===== config.mk =====
export PLATFORM = sky130hd
export DESIGN_NAME = ibex_ascon_round_ctrl_flat
export DESIGN_NICKNAME = d
export VERILOG_FILES = /design/src/rtl/ibex_ascon_round_ctrl_pkg.sv /design/src/rtl/ibex_ascon_round_ctrl_if.sv /design/src/rtl/ibex_ascon_round_ctrl_round.sv /design/src/rtl/ibex_ascon_round_ctrl.sv /design/src/flat_wrapper.sv
export SDC_FILE = /design/constraint.sdc
export NUM_CORES = 2
export LEC_CHECK = 0
export BUFFER_PORTS_ARGS = -buffer_cell sky130_fd_sc_hd__buf_2
export CAP_MARGIN = 40
export CORE_AREA = 2 2 251 253
export DETAILED_ROUTE_END_ITERATION = 10
export DIE_AREA = 0 0 253 255
export PLACE_DENSITY = 0.74
export SYNTH_ARGS = -nofsm -noshare
export SYNTH_HDL_FRONTEND = slang
export SYNTH_SLANG_ARGS = --single-unit

===== constraint.sdc =====
create_clock -name clk_i -period 2 [get_ports clk_i]
set_input_delay 0.1 -clock clk_i [delete_from_list [all_inputs] [get_ports clk_i]]
set_output_delay 0.1 -clock clk_i [all_outputs]
set_load 0.02 [all_outputs]

===== src/rtl/ibex_ascon_round_ctrl_pkg.sv =====
// Shared definitions for the Ascon permutation round controller.
//   ascon_state_t   : 320-bit permutation state, x0 in [63:0] ... x4 in [319:256]
//   ascon_fsm_e     : controller states IDLE / RUN / DONE
//   MaxRoundsDefault: default largest round count, also the round-constant base
//   ascon_rc()      : 8-bit round constant for round index i
package ibex_ascon_defines;

  localparam int unsigned MaxRoundsDefault = 12;

  typedef logic [319:0] ascon_state_t;

  typedef enum logic [1:0] {
    IDLE = 2'd0,
    RUN  = 2'd1,
    DONE = 2'd2
  } ascon_fsm_e;

  // Upper nibble counts down while the lower nibble counts up.
  function automatic logic [7:0] ascon_rc(input logic [3:0] i);
    logic [3:0] hi;
    hi = 4'd15 - i;
    return {hi, i};
  endfunction

endpackage


===== src/rtl/ibex_ascon_round_ctrl_if.sv =====
// Request/response bundle of the Ascon round controller.
//   start_i/rounds_i/state_i : permutation request, sampled on accept
//   flush_i                  : abort whatever is in progress
//   ready_o/busy_o/done_o    : IDLE / RUN / one-cycle completion
//   err_o                    : illegal round count, qualified by done_o
//   state_o                  : permuted state
// slave = controller side, master = requester side.
interface ibex_ascon_round_ctrl_if;
  import ibex_ascon_defines::*;

  logic         start_i;
  logic [3:0]   rounds_i;
  ascon_state_t state_i;
  logic         flush_i;
  logic         ready_o;
  logic         busy_o;
  logic         done_o;
  logic         err_o;
  ascon_state_t state_o;

  modport slave (
    input  start_i, rounds_i, state_i, flush_i,
    output ready_o, busy_o, done_o, err_o, state_o
  );

  modport master (
    output start_i, rounds_i, state_i, flush_i,
    input  ready_o, busy_o, done_o, err_o, state_o
  );
endinterface


===== src/rtl/ibex_ascon_round_ctrl_round.sv =====
// One combinational Ascon round: constant addition, S-box layer, linear layer.
//   state_i : input state
//   idx_i   : round index i (selects the round constant)
//   state_o : state after the round
module ibex_ascon_round
  import ibex_ascon_defines::*;
(
  input  ascon_state_t state_i,
  input  logic [3:0]   idx_i,
  output ascon_state_t state_o
);

  function automatic logic [63:0] ror(input logic [63:0] v, input int unsigned s);
    return (v >> s) | (v << (64 - s));
  endfunction

  logic [63:0] x0, x1, x2, x3, x4;
  logic [63:0] y0, y1, y2, y3, y4;

  assign x0 = state_i[63:0];
  assign x1 = state_i[127:64];
  assign x2 = state_i[191:128] ^ {56'd0, ascon_rc(idx_i)};
  assign x3 = state_i[255:192];
  assign x4 = state_i[319:256];

  // S-box in algebraic normal form, applied to all 64 bit columns at once.
  assign y0 = (x4 & x1) ^ x3 ^ (x2 & x1) ^ x2 ^ (x1 & x0) ^ x1 ^ x0;
  assign y1 = x4 ^ (x3 & x2) ^ (x3 & x1) ^ x3 ^ (x2 & x1) ^ x2 ^ x1 ^ x0;
  assign y2 = ~((x4 & x3) ^ x4 ^ x2 ^ x1);
  assign y3 = (x4 & x0) ^ x4 ^ (x3 & x0) ^ x3 ^ x2 ^ x1 ^ x0;
  assign y4 = (x4 & x1) ^ x4 ^ x3 ^ (x1 & x0) ^ x1;

  assign state_o = {y4 ^ ror(y4, 7)  ^ ror(y4, 41),
                    y3 ^ ror(y3, 10) ^ ror(y3, 17),
                    y2 ^ ror(y2, 1)  ^ ror(y2, 6),
                    y1 ^ ror(y1, 61) ^ ror(y1, 39),
                    y0 ^ ror(y0, 19) ^ ror(y0, 28)};

endmodule


===== src/rtl/ibex_ascon_round_ctrl.sv =====
// Ascon permutation round controller: accepts a 320-bit state and a round
// count n, runs rounds i = MaxRounds-n .. MaxRounds-1, then pulses done_o.
//   clk_i, rst_i : clock, synchronous active-high reset
//   bus          : ibex_ascon_round_ctrl_if.slave (request, flush, status, result)
// Build option: define IBEX_ASCON_UNROLL2_EN to apply two chained rounds per
// RUN cycle (the last cycle of an odd count applies just one).
module ibex_ascon_round_ctrl
  import ibex_ascon_defines::*;
#(
  parameter int unsigned MaxRounds = MaxRoundsDefault
) (
  input  logic                   clk_i,
  input  logic                   rst_i,
  ibex_ascon_round_ctrl_if.slave bus
);

  localparam logic [3:0] MaxR = 4'(MaxRounds);

  ascon_fsm_e   fsm_q, fsm_d;
  ascon_state_t st_q, st_d, r0_out, rnd_out;
  logic [3:0]   idx_q, idx_d, cnt_q, cnt_d, adv;
  logic         err_q, err_d, rounds_ok, last;

  assign rounds_ok = (bus.rounds_i != 4'd0) && (bus.rounds_i <= MaxR);

  ibex_ascon_round u_round0 (.state_i(st_q), .idx_i(idx_q), .state_o(r0_out));

`ifdef IBEX_ASCON_UNROLL2_EN
  ascon_state_t r1_out;
  logic         two;

  ibex_ascon_round u_round1 (.state_i(r0_out), .idx_i(idx_q + 4'd1), .state_o(r1_out));

  // A single remaining round (odd n) takes only the first instance.
  assign two     = (cnt_q != 4'd1);
  assign adv     = two ? 4'd2 : 4'd1;
  assign rnd_out = two ? r1_out : r0_out;
  assign last    = (cnt_q <= 4'd2);
`else
  assign adv     = 4'd1;
  assign rnd_out = r0_out;
  assign last    = (cnt_q == 4'd1);
`endif

  always_comb begin
    fsm_d = fsm_q;
    st_d  = st_q;
    idx_d = idx_q;
    cnt_d = cnt_q;
    err_d = err_q;
    case (fsm_q)
      IDLE: begin
        if (bus.start_i) begin
          if (rounds_ok) begin
            fsm_d = RUN;
            st_d  = bus.state_i;
            idx_d = MaxR - bus.rounds_i;
            cnt_d = bus.rounds_i;
            err_d = 1'b0;
          end else begin
            // Bad count: report through DONE without touching the state.
            fsm_d = DONE;
            err_d = 1'b1;
          end
        end
      end
      RUN: begin
        st_d  = rnd_out;
        idx_d = idx_q + adv;
        cnt_d = cnt_q - adv;
        if (last) fsm_d = DONE;
      end
      DONE:    fsm_d = IDLE;
      default: fsm_d = IDLE;
    endcase
    // Flush beats everything, including a same-cycle start.
    if (bus.flush_i) begin
      fsm_d = IDLE;
      st_d  = st_q;
      idx_d = idx_q;
      cnt_d = cnt_q;
      err_d = err_q;
    end
  end

  always_ff @(posedge clk_i) begin
    if (rst_i) begin
      fsm_q <= IDLE;
      st_q  <= '0;
      idx_q <= '0;
      cnt_q <= '0;
      err_q <= 1'b0;
    end else begin
      fsm_q <= fsm_d;
      st_q  <= st_d;
      idx_q <= idx_d;
      cnt_q <= cnt_d;
      err_q <= err_d;
    end
  end

  assign bus.ready_o = (fsm_q == IDLE);
  assign bus.busy_o  = (fsm_q == RUN);
  assign bus.done_o  = (fsm_q == DONE);
  assign bus.err_o   = (fsm_q == DONE) && err_q;
  assign bus.state_o = st_q;

endmodule


===== src/flat_wrapper.sv =====
// flat-port wrapper written by rule: the top's interface ports become plain ports
module ibex_ascon_round_ctrl_flat import ibex_ascon_defines::*;
#(
  parameter int unsigned MaxRounds = MaxRoundsDefault
)
  (clk_i, rst_i, bus_start_i, bus_rounds_i, bus_state_i, bus_flush_i, bus_ready_o, bus_busy_o, bus_done_o, bus_err_o, bus_state_o);
  ibex_ascon_round_ctrl_if bus_i ();
  input  logic clk_i;
  input  logic rst_i;
  input wire logic [$bits(bus_i.start_i)-1:0] bus_start_i;
  input wire logic [$bits(bus_i.rounds_i)-1:0] bus_rounds_i;
  input wire logic [$bits(bus_i.state_i)-1:0] bus_state_i;
  input wire logic [$bits(bus_i.flush_i)-1:0] bus_flush_i;
  output wire logic [$bits(bus_i.ready_o)-1:0] bus_ready_o;
  output wire logic [$bits(bus_i.busy_o)-1:0] bus_busy_o;
  output wire logic [$bits(bus_i.done_o)-1:0] bus_done_o;
  output wire logic [$bits(bus_i.err_o)-1:0] bus_err_o;
  output wire logic [$bits(bus_i.state_o)-1:0] bus_state_o;
  assign bus_i.start_i = bus_start_i;
  assign bus_i.rounds_i = bus_rounds_i;
  assign bus_i.state_i = bus_state_i;
  assign bus_i.flush_i = bus_flush_i;
  assign bus_ready_o = bus_i.ready_o;
  assign bus_busy_o = bus_i.busy_o;
  assign bus_done_o = bus_i.done_o;
  assign bus_err_o = bus_i.err_o;
  assign bus_state_o = bus_i.state_o;
  ibex_ascon_round_ctrl #(.MaxRounds(MaxRounds)) u_core (.clk_i(clk_i), .rst_i(rst_i), .bus(bus_i));
endmodule

==> results.txt <==
The number of buffer cells added on primary ports came out at 651. At the pin with the least slew margin, the transition time is ~830 ps. The flip-flop and latch count after synthesis is 331. The largest fanout on the critical path came out at 4. Summing over every cut layer, the via total after detailed routing is approximately 36,000. By area the synthesized netlist is led by sky130_fd_sc_hd__dfxtp_1, sky130_fd_sc_hd__xnor2_1, sky130_fd_sc_hd__xor2_1. Combinational cells account for between 60% and 70% of the total power. The clock transition at the registers of the reported paths came out at approximately 60 ps. The average instance in the mapped netlist occupies around 8.4 um^2.

The distinct cell type count after synthesis is 48. The number of enable flip-flop cells after synthesis is 0. The number of iterations in the first detailed-routing pass is 6. In this run, the number of DRC markers left after iteration 0 of detailed routing was around 5,300.

The biggest area contributor in the post-synthesis netlist is sky130_fd_sc_hd__dfxtp_1. The power share of the sequential group came out at between 15 and 20%. The number of max-slew violations in the final report came out at 0. In this run the core area contains 92 standard-cell rows. The count of mapped cells out of synthesis came out at between 3,000 and 4,000. The total wirelength of the detailed-routed design came out at 172.1 mm. The most used flip-flop cell after synthesis is sky130_fd_sc_hd__dfxtp_1. The overall overflow remaining after global route is 0. The latest clock arrival within the worst-skew pair came out at about 600 ps. In this run the biggest area consumer among cell types represents 22.56% of the synthesized area. The required time of the worst setup path came out at roughly 2500 ps. The clock arrives with 23.27 ps of skew. The async set or reset register ratio after synthesis came out at 0%. The root buffer cell chosen for the clock tree is sky130_fd_sc_hd__clkbuf_16. The detailed-route vias per instance is 6.128. Setup repair after global routing could not meet its margin everywhere. The critical path is of the reg -> reg type. The area of the multi-input gates is about 23,000 um^2. Cells with a size suffix above 1 make up approximately 38% of the layout. The flow ran to the end, but the final reports show violations. The footprint of the flip-flops and latches is just under 7000 um^2. The final clock period utilization by the worst path came out at 104.4%.

The area of the placeable core came out at 62,160 um^2. The leakage power is between 20 and 25 nW. STA classifies the critical path startpoint as a flip-flop. The maximum clock path buffer count is 3. The count of final hold-check violations came out at 0. The number of placed I/O pins is about 650. The clock tree synthesis step divided the H-tree into 2 levels. Setup slack on the critical path of the routed design comes to -87.77 ps.

The slowest stage of the critical path is the sky130_fd_sc_hd__xnor3_2 cell. The proportion of synthesized chip area in sequential cells is between 20% and 30%. The number of maximum-capacitance constraint violations came out at 0. Yosys printed 0 warnings. The cell area after technology mapping came out at about 29,000 um^2. The HPWL after detailed placement is 132.3 mm. The data arrival time of the critical path came out at approximately 2600 ps. The first-pass GRT wire length came out at 231.6 mm. The library cell appearing most often on the critical path is sky130_fd_sc_hd__buf_4. The largest vdd supply drop came out at 0.0006607 V. Walking the worst path, the cells encountered are buf_4 -> xnor3_2 -> xnor2_4 -> buf_4 -> xnor2_1 -> a211oi_1 -> nor4_1. After the last flow step, the layout net total stands at roughly 5,300. The congestion estimate from routability-driven global placement came to 1.091. Counting every net in the synthesized netlist gives 3,827. The number of antenna violations at the first check in global routing came out at 10.

The initial utilization of the core area, before any placement, comes to 47.25%. The delay contributed by the slowest stage of the critical path is ~480 ps. The worst setup path is captured at a flip-flop. The global-route usage over all layers is approximately half. The final routed DRC violation total came out at 0. The count of nets left with antenna violations after detail routing is 0. The number of global-route vias before repair came to roughly 33,000. Dividing total power by cell area gives a power density of 1077 nW/um^2. Setup violations remaining at the end of the flow were counted as 11. The final routed wire length divided by cell count came out at 29.44 um. The final core utilization is 73.32%. The die boundary width is about 250 um. The count of clock tree sinks came out at about 330. The switching share of total power came out at between 40% and 50%.

Yosys instantiated no cell more often than sky130_fd_sc_hd__xnor2_1. Cell internal power was estimated by the tool at between 20 and 30 mW. The total power of the final layout came out at between 40 and 50 mW. The synthesis-to-finish area growth came out at 55.17%. The worst slack at placement came out at -588.0 ps. The worst slew slack as a fraction of its limit is 44.57%. The combined buffer and inverter count along the critical path is 2. The cell family contributing the most delay on the critical path is XOR/XNOR gates.

The switching power is between 20 and 25 mW. The class of the most critical hold timing path is in -> reg. TritonCTS built the clock tree. The total of fill cells in the finished design is between 4,000 and 5,000. The minimum period implied by the final worst setup slack is approximately 2100 ps. TritonCTS created 42 clock buffers.

The die height came out at roughly 260 um. The clock network power share is 17.4%. The peak clock frequency supported by timing is 479.0 MHz.

The checks that failed: negative setup slack. By count the netlist is led by sky130_fd_sc_hd__xnor2_1, sky130_fd_sc_hd__dfxtp_1, sky130_fd_sc_hd__o21ai_0. The pin count of the biggest net entering global routing is 84. The die outline area is ~65,000 um^2.
-- layout make-up --
class,instances,area share [%]
flip-flops and latches,331,14.95
clock inverters,23,0.6808
clock buffers,54,2.561
diodes,8,0.04392
inverters,7,0.1098
multi-input cells,2806,49.47
well taps,799,2.193
repair buffers,1818,29.99
-- stage by stage --
step                area [um^2]  hold WS, ps  TNS [ps]  std cells
floorplan                 29380        252.5         0       3495
global placement          39070        362.5    -23230       5416
detailed placement        39080        371.2    -28840       5417
CTS                       44080        1.197    -20.83       5806
global route              45560        22.76     -1430       5838
finish                    45580        4.859    -282.9       5846
-- worst reg2reg max path: cells and delay by family (launching register included) --
kind | cells | cell delay, ps
xor gates and xnor gates | 3 | 850
DFF | 1 | 370
AOI/OAI and AO/OA | 1 | 90
and+or+nand+nor | 1 | 300
buffers and inverters | 2 | 340
-- sequential cells by signal, indices dropped and copies added (netlist names) --
register and cells:
u_core.bus.state_o 320, u_core.cnt_q 4, u_core.err_q 1, u_core.fsm_q 2
u_core.idx_q 4
-- kinds of logic after synthesis --
family,after synthesis,synth area share [%]
simple gates,905,16.88
xor+xnor,1081,37.72
buf+inv,358,5.367
flops,331,22.56
compound gates,688,12.94
mux,128,4.362
fa+ha+maj,4,0.1704
-- layout by cell type, fill, tap and decap left out, drive strengths merged, types with 117 or more instances in the layout --
master	n
nor2	179
nand3	117
mux2i	128
nand2	122
xnor2	656
dfxtp	331
xor2	319
o21ai	342
dlygate4sd3	307
a31oi	154
and4	131
buf	1511
a21oi	139
nor3	127
-- per-layer routing --
layer / share of wire [%] / wire (um) / up-vias / GRT usage (%)
met5: 0.027 / 47 / - / 0
met1: 36 / 61540 / 16853 / 62.36
li1: - / - / 15064 / -
met4: 9.5 / 16400 / 8 / 36.45
met3: 12 / 20770 / 859 / 11.07
met2: 43 / 73330 / 3038 / 77.50
-- power by group through the flow --
| stage | logic (mW) | clock network (mW) | registers (mW) |
|---|---|---|---|
| 2_1_floorplan | 14.0 | 0 | 8.36 |
| 3_3_place_gp | 28.6 | 0 | 8.15 |
| 3_5_place_dp | 28.6 | 0 | 8.16 |
| 4_1_cts | 29.6 | 8.47 | 8.03 |
| 5_1_grt | 32.7 | 8.72 | 8.18 |
| 6_report | 32.4 | 8.55 | 8.17 |
-- final timing paths --
check	startpoint	end	slack [ps]	depth (start not counted)
max reg2reg	u_core.bus.state_o[130]	u_core.bus.state_o[129]	-90	7
max	u_core.bus.state_o[130]	u_core.bus.state_o[129]	-90	7
min	bus_state_i[278]	u_core.bus.state_o[278]	5	4
min reg2reg	u_core.cnt_q[1]	u_core.cnt_q[1]	470	2
-- what timing repair did --
action                                 4_1_cts  5_1_grt
buffers inserted                             5       33
setup endpoints to repair                   93      187
gates resized for setup                     86      301
hold buffers                               307        0
pin swaps                                   10       51
endpoints found under the hold margin      307        0
Note: power is estimated with default switching activity, not from simulation.
